===== config.mk =====
export PLATFORM = sky130hd
export DESIGN_NAME = imem_loader_flat
export DESIGN_NICKNAME = d
export VERILOG_FILES = /design/src/rtl/imem_loader_pkg.sv /design/src/rtl/imem_loader_if.sv /design/src/rtl/imem_loader.sv /design/src/flat_wrapper.sv
export SDC_FILE = /design/constraint.sdc
export NUM_CORES = 1
export LEC_CHECK = 0
export BUFFER_PORTS_ARGS = -buffer_cell sky130_fd_sc_hd__clkbuf_2
export CORE_UTILIZATION = 35
export CTS_BUF_LIST = sky130_fd_sc_hd__clkbuf_4 sky130_fd_sc_hd__clkbuf_8
export DETAILED_ROUTE_END_ITERATION = 8
export PLACE_DENSITY_LB_ADDON = 0.1
export SYNTH_ARGS = -nofsm -noshare
export SYNTH_HDL_FRONTEND = slang
export SYNTH_SLANG_ARGS = --single-unit

===== constraint.sdc =====
create_clock -name clk -period 4.6 [get_ports clk]
set_input_delay 0.69 -clock clk [delete_from_list [all_inputs] [get_ports clk]]
set_output_delay 0.69 -clock clk [all_outputs]
set_load 0.02 [all_outputs]

===== src/rtl/imem_loader_pkg.sv =====
// Constants and state encoding shared by the instruction-memory loader,
// the instruction memory itself and the testbench halt check.
package imem_pkg;

    localparam int          IMEM_ADDR_WIDTH = 8;
    localparam logic [31:0] HALT_WORD       = 32'hFFFF_FFFF;

    typedef enum logic [2:0] {
        IDLE,
        RECV,
        WRITE,
        DONE,
        ERR
    } loader_state_t;

endpackage


===== src/rtl/imem_loader_if.sv =====
// Byte-stream input and instruction-memory write port of the loader.
// "master" is the loader side, "slave" the byte source / memory side.
interface imem_loader_if;

    logic [7:0]  rx_data;
    logic        rx_valid;
    logic        rx_ready;
    logic        we;
    logic [31:0] waddr;
    logic [31:0] wdata;

    modport master (
        input  rx_data,
        input  rx_valid,
        output rx_ready,
        output we,
        output waddr,
        output wdata
    );

    modport slave (
        output rx_data,
        output rx_valid,
        input  rx_ready,
        input  we,
        input  waddr,
        input  wdata
    );

endinterface


===== src/rtl/imem_loader.sv =====
// Assembles a little-endian byte stream into 32-bit words and writes them
// to instruction memory from word 0 until the halt sentinel, holding the CPU meanwhile.
module imem_loader
    import imem_pkg::*;
#(
    parameter int          ADDR_WIDTH = IMEM_ADDR_WIDTH,
    parameter logic [31:0] HALT_WORD  = imem_pkg::HALT_WORD
) (
    input  logic                  clk,
    input  logic                  reset_n,
    input  logic                  start,
    imem_loader_if.master         bus,
    output logic                  cpu_hold,
    output logic                  done,
    output logic                  overflow,
    output logic [ADDR_WIDTH:0]   word_count
);

    loader_state_t         state_q;
    loader_state_t         state_d;
    logic [1:0]            byte_cnt;
    logic [ADDR_WIDTH-1:0] word_idx;
    logic [31:0]           word_buf;
    logic [ADDR_WIDTH:0]   word_count_q;
    logic                  byte_fire;
    logic                  is_halt;
    logic                  last_idx;

    assign byte_fire = (state_q == RECV) && bus.rx_valid;
    assign is_halt   = (word_buf == HALT_WORD);
    assign last_idx  = (word_idx == {ADDR_WIDTH{1'b1}});

    always_ff @(posedge clk or negedge reset_n) begin
        if (!reset_n) begin
            state_q <= IDLE;
        end else begin
            state_q <= state_d;
        end
    end

    always_comb begin
        state_d = state_q;
        if (start) begin
            state_d = RECV;
        end else begin
            case (state_q)
                IDLE:  state_d = IDLE;
                RECV:  if (byte_fire && (byte_cnt == 2'd3)) state_d = WRITE;
                WRITE: begin
                    if (is_halt)       state_d = DONE;
                    else if (last_idx) state_d = ERR;
                    else               state_d = RECV;
                end
                DONE:  state_d = DONE;
                ERR:   state_d = ERR;
                default: state_d = IDLE;
            endcase
        end
    end

    // Byte-lane assembler and word/address counters; start discards any partial word.
    always_ff @(posedge clk or negedge reset_n) begin
        if (!reset_n) begin
            byte_cnt     <= 2'd0;
            word_idx     <= '0;
            word_buf     <= 32'd0;
            word_count_q <= '0;
        end else if (start) begin
            byte_cnt     <= 2'd0;
            word_idx     <= '0;
            word_buf     <= 32'd0;
            word_count_q <= '0;
        end else begin
            case (state_q)
                RECV: begin
                    if (byte_fire) begin
                        word_buf[{byte_cnt, 3'b000} +: 8] <= bus.rx_data;
                        byte_cnt                          <= byte_cnt + 2'd1;
                    end
                end
                WRITE: begin
                    word_count_q <= word_count_q + 1'b1;
                    if (!is_halt && !last_idx) begin
                        word_idx <= word_idx + 1'b1;
                    end
                end
                default: ;
            endcase
        end
    end

    assign bus.rx_ready = (state_q == RECV);
    // The only input-dependent output: a restart landing on the WRITE cycle cancels that write.
    assign bus.we       = (state_q == WRITE) && !start;
    assign bus.waddr    = 32'({word_idx, 2'b00});
    assign bus.wdata    = word_buf;

    assign cpu_hold   = (state_q == RECV) || (state_q == WRITE) || (state_q == ERR);
    assign done       = (state_q == DONE);
    assign overflow   = (state_q == ERR);
    assign word_count = word_count_q;

endmodule


===== src/flat_wrapper.sv =====
// flat-port wrapper written by rule: the top's interface ports become plain ports
module imem_loader_flat import imem_pkg::*;
#(
    parameter int          ADDR_WIDTH = IMEM_ADDR_WIDTH,
    parameter logic [31:0] HALT_WORD  = imem_pkg::HALT_WORD
)
  (clk, reset_n, start, cpu_hold, done, overflow, word_count, bus_rx_data, bus_rx_valid, bus_rx_ready, bus_we, bus_waddr, bus_wdata);
  imem_loader_if bus_i ();
  input  logic clk;
  input  logic reset_n;
  input  logic start;
  output logic cpu_hold;
  output logic done;
  output logic overflow;
  output logic [ADDR_WIDTH:0] word_count;
  input wire logic [$bits(bus_i.rx_data)-1:0] bus_rx_data;
  input wire logic [$bits(bus_i.rx_valid)-1:0] bus_rx_valid;
  output wire logic [$bits(bus_i.rx_ready)-1:0] bus_rx_ready;
  output wire logic [$bits(bus_i.we)-1:0] bus_we;
  output wire logic [$bits(bus_i.waddr)-1:0] bus_waddr;
  output wire logic [$bits(bus_i.wdata)-1:0] bus_wdata;
  assign bus_i.rx_data = bus_rx_data;
  assign bus_i.rx_valid = bus_rx_valid;
  assign bus_rx_ready = bus_i.rx_ready;
  assign bus_we = bus_i.we;
  assign bus_waddr = bus_i.waddr;
  assign bus_wdata = bus_i.wdata;
  imem_loader #(.ADDR_WIDTH(ADDR_WIDTH), .HALT_WORD(HALT_WORD)) u_core (.clk(clk), .reset_n(reset_n), .start(start), .bus(bus_i), .cpu_hold(cpu_hold), .done(done), .overflow(overflow), .word_count(word_count));
endmodule

After elaboration in Yosys (flattened, before gate mapping)

Index checks and enable logic that the tools add are counted.

Flip-flop bits (word level): 54
Input bits: 12
Output and inout port bits: 78
Logic and storage cells: 51

Add/sub/neg operators: 4
Equality and inequality tests: 8
Shift-type cells: 2
Muxes and demuxes: 17
Reduce and logical (&&, ||, !) cells: 15

Operator list:

| operator                                              | number |
|---|---|
| 2-to-1 mux 32 bit                                     | 3 |
| bitwise mux 32 bit                                    | 1 |
| equality test 32 bit, second input constant           | 1 |
| variable shift 8 x 7 -> 32 bit, first input constant  | 1 |
| variable part select 8 x 7 -> 32 bit                  | 1 |
| 2-to-1 mux 8 bit                                      | 3 |
| 2-to-1 mux 9 bit                                      | 2 |
| 2-to-1 mux 3 bit                                      | 4 |
| case mux 3 bit (4 select lines)                       | 1 |
| adder 9 x 1 -> 9 bit, second input constant           | 1 |
| adder 8 x 1 -> 8 bit, second input constant           | 1 |
| equality test 8 bit, second input constant            | 1 |
| nonzero test 2 bit                                    | 4 |
| negation 5 -> 7 bit                                   | 1 |
| equality test 3 x 2 -> 1 bit, second input constant   | 2 |
| 2-to-1 mux 2 bit                                      | 3 |
| logical AND 1 bit                                     | 4 |
| AND reduction 2 bit                                   | 2 |
| equality test 3 x 1 -> 1 bit, second input constant   | 1 |
| equality test 3 bit, second input constant            | 1 |
| logical NOT 1 bit                                     | 3 |
| inequality test 3 x 2 -> 1 bit, second input constant | 1 |
| adder 2 x 1 -> 2 bit, second input constant           | 1 |
| equality test 2 bit, second input constant            | 1 |
| logical OR 1 bit                                      | 2 |

Depth between registers and ports, before layout

Depth in word-level cells: 6
Depth in mapped cells: 8
Mapped depth without buffers: 7

Worst setup path before layout

No wires, ideal clock.

Path kind: input -> output
Start point: input port start
End point: output port bus_we
Data arrival time: 1.551 ns
Data required time: 3.910 ns
Setup slack: 2.359 ns
Cell stages on the path: 3
Path buffers: 2
Cells stage by stage: buf_2 buf_1 nor3_1

Word-level cells in the longest chain between the ends: 2

Ends and longest elaborated chain:

| element           | line               | RTL |
|---|---|---|
| from (decl)       | flat_wrapper.sv:11 | `input logic start;` |
| logical NOT 1 bit | imem_loader.sv:94  | `assign bus.we = (state_q == WRITE) && !start;` |
| logical AND 1 bit | imem_loader.sv:94  |  |
| to (decl)         | flat_wrapper.sv:19 | `output wire logic [$bits(bus_i.we)-1:0] bus_we;` |

Every way passes these cells.

Worst setup path after layout

Same ends and word-level chain as after synthesis.

==> flow_metrics.py <==
metrics = {
    "synth": {
        "synth-seq-area-share_pct": 47.8,
        "syn_area_sq_mm": 0.00283,
        "synthCells": 302,
        "synthDistinctLibCells": 40,
        "ys_ff_latch": 54,
        "synth_edf_count": 0,
        "synthFlopType": "dfrtp_1",
        "ys_warn_count": 0,
        "async_reset_ff_share_pct": 100,
        "synth_area_per_cell_sq_um": 9.36,
    },
    "pwr": {
        "leakage_nw": 1.55,
        "irDropWorstVdd_v": 0.000176,
        "powerDensity_mw_per_mm2": 372,
        "power_mw": 1.19,
    },
    "timing": {
        "tightest_slew_ps": 755,
        "slew_headroom_pct": 49.5,
        "fmax_mhz": 430,
        "period_share_pct": 50.5,
        "setup_slack_ps": 2280,
        "setup-tns-final_ps": 0,
        "slew_violations": 0,
        "setup_violations": 0,
        "finalHoldViolCount": 0,
        "fin_worst_skew_ps": 12.5,
        "finalCriticalPeriod_ps": 2320,
        "rsz0062_at_grt": "false",
    },
    "global_routing": {
        "grt_pass1_vias": 2048,
        "grt_overflow": 0,
        "grt_pass1_wl_um": 10800,
        "grt_antenna_before_repair": 0,
        "grt_max_degree": 55,
        "track_usage_pct": 16.4,
    },
    "critical_path": {
        "cpMostUsedCell": "clkbuf_2",
        "crit_fanout": 35,
        "path_class": "input port to output pin",
        "r2r-end": "u_core.word_idx[5]$_DFFE_PN0P_",
        "worstPathCellList": "clkbuf_2 > nor3_1 > clkbuf_2",
        "r2r_cells": 5,
        "crit_path_end_kind": "output pin",
        "crit_arrival_ps": 1630,
        "cpMaxStageDelayCell": "clkbuf_2",
        "critPathLaunchType": "input port",
        "slowest_delay_ps": 420,
        "cp.required_ps": 3910,
        "path_buf_inv": 2,
        "r2r_start": "u_core.state_q[0]$_DFFE_PN0P_",
        "cpLargestDelayFamily": "buffers and inverters",
        "r2r_slack_ps": 2430,
    },
    "finish": {
        "final_cell_mix": "65 x clkbuf_2, 56 x nand2_1, 54 x dfrtp_1",
        "antenna_cells": 0,
        "final_common_cell": "clkbuf_2",
        "final_layout_size_suffix_gt1_share_pct": 23.2,
        "nets": 380,
        "syn2layout_area_growth_pct": 13.7,
    },
    "route": {
        "dr.pass1.iters": 4,
        "wl_um": 6510,
        "antenna_left": 0,
        "route.detailed.drc": 0,
        "routedWlPerCell_um": 14.0,
        "vias": 2227,
        "viasPerCell": 4.80,
        "drtIter0Drc": 132,
    },
    "placed_design": {
        "gp_congestion": 0.732,
        "dp_hpwl_um": 4600,
        "place_ws_ps": 2230,
        "numPortBuffers": 65,
    },
    "clock_tree": {
        "tritoncts": "built",
        "cts.clk_slew.worst_paths_ps": 100,
        "cts-hold-fix-buffers": 0,
        "htree_levels": 2,
        "cts_root_buffer": "clkbuf_8",
        "cts_buffers": 5,
        "cts.repair.resized": 0,
        "clock-sinks": 54,
        "post_cts_buffers": 0,
        "clockBufferDepth": 2,
        "clkLatencyLatePin_ps": 310,
    },
    "run_status": {
        "outcome": "completed",
    },
    "floorplan": {
        "fp.coreArea_sq_mm": 0.00777,
        "start_util_pct": 36.4,
        "rows": 32,
        "io_pins": 90,
        "die_h_um": 91.8,
        "die_area_sq_mm": 0.00844,
        "die_width_um": 91.8,
    },
    "hold_path": {
        "hp-class": "input port to asynchronous set/reset pin",
    },
    "run": {
        "drv_cap": 0,
    },
}
-- state kept, by name, indices dropped and copies added (netlist names) --
| name | flops |
|---|---|
| u_core.state_q | 3 |
| u_core.word_count | 9 |
| u_core.word_idx | 8 |
| u_core.bus.wdata | 32 |
| u_core.byte_cnt | 2 |
-- cell families after synthesis --
logic type               after synthesis  synth area share [%]
buffers and inverters                 42                  9.65
flip-flops                            54                  47.8
multiplexers                           6                  2.30
AO/OA/AOI/OAI                         47                  10.2
XOR/XNOR                              11                  3.41
AND/OR/NAND/NOR                      134                  23.3
adder cells (fa/ha/maj)                7                  3.10
other                                  1                 0.133
-- cell usage after synthesis (2+ instances only) --
library cell,number,area share (%)
a22o_1,6,1.9
nand4_1,13,2.9
and2_1,4,0.89
clkbuf_1,3,0.40
nor2b_1,5,1.1
buf_1,2,0.27
and3_1,3,0.66
buf_2,2,0.35
mux2i_1,2,0.71
ha_1,7,3.1
inv_1,5,0.66
nand3_1,8,1.4
or2_2,2,0.44
xnor2_1,6,1.9
o21ai_0,25,4.4
a21oi_2,4,1.2
dfrtp_1,54,48
nor4_1,2,0.44
nand2b_1,3,0.66
mux2_1,3,1.2
nor3_1,5,0.89
o31ai_1,2,0.53
and4_1,3,0.93
nor3b_2,2,0.89
xor2_1,5,1.5
a21oi_1,4,0.71
buf_4,30,8.0
o21ai_1,3,0.53
nor2_1,23,3.1
nand2_1,56,7.4
-- through the flow --
| step | instance area, sq um | utilization, % | instances | hold WS (ps) |
|---|---|---|---|---|
| CTS | 3210 | 41.4 | 464 | 522 |
| global placement | 3120 | 40.1 | 456 | 494 |
| detailed placement | 3120 | 40.1 | 456 | 498 |
| floorplan | 2910 | - | 325 | 394 |
| finish | 3210 | 41.4 | 464 | 519 |
| global route | 3210 | 41.4 | 464 | 556 |
-- layout make-up --
cell class,count,area [sq um]
Sequential cell,54,1350
Clock inverter,2,12.5
Timing Repair Buffer,66,333
Clock buffer,6,82.6
Tap cell,102,128
Multi-Input combinational cell,229,1290
Inverter,5,18.8
Fill cell,825,4550
-- power breakdown --
part	total (mW)	switching [mW]	internal [mW]
sequential	0.571	0.0542	0.516
combinational	0.340	0.232	0.108
clock	0.283	0.162	0.122
total	1.19	0.448	0.746
-- worst register-to-register path, cell delays in order, from the launching register on --
cell and delay (ps):
dfrtp_1 480, nor3b_2 660, and4_1 370, nand4_1 130, or4_1 400, nand2_1 80
-- how the worst max path moves through the flow --
stage               startpoint                              end  slack [ps]  cells past startpoint
finish                   start                           bus_we        2280                      3
global route             start                           bus_we        2160                      3
CTS                      start                           bus_we        2270                      3
detailed placement       start  u_core.bus.wdata[2]$_DFFE_PN0P_        2230                      4
global placement         start                           bus_we        2290                      3
floorplan                start                           bus_we        2360                      3
-- routing by layer --
metal,track usage (%),up-vias,routed length (um)
li1,-,1097,-
met4,5.08,0,82
met5,0,-,0
met2,25.2,65,2980
met1,23.2,1061,3160
met3,3.23,4,283
(Power assumes the default switching activity.)
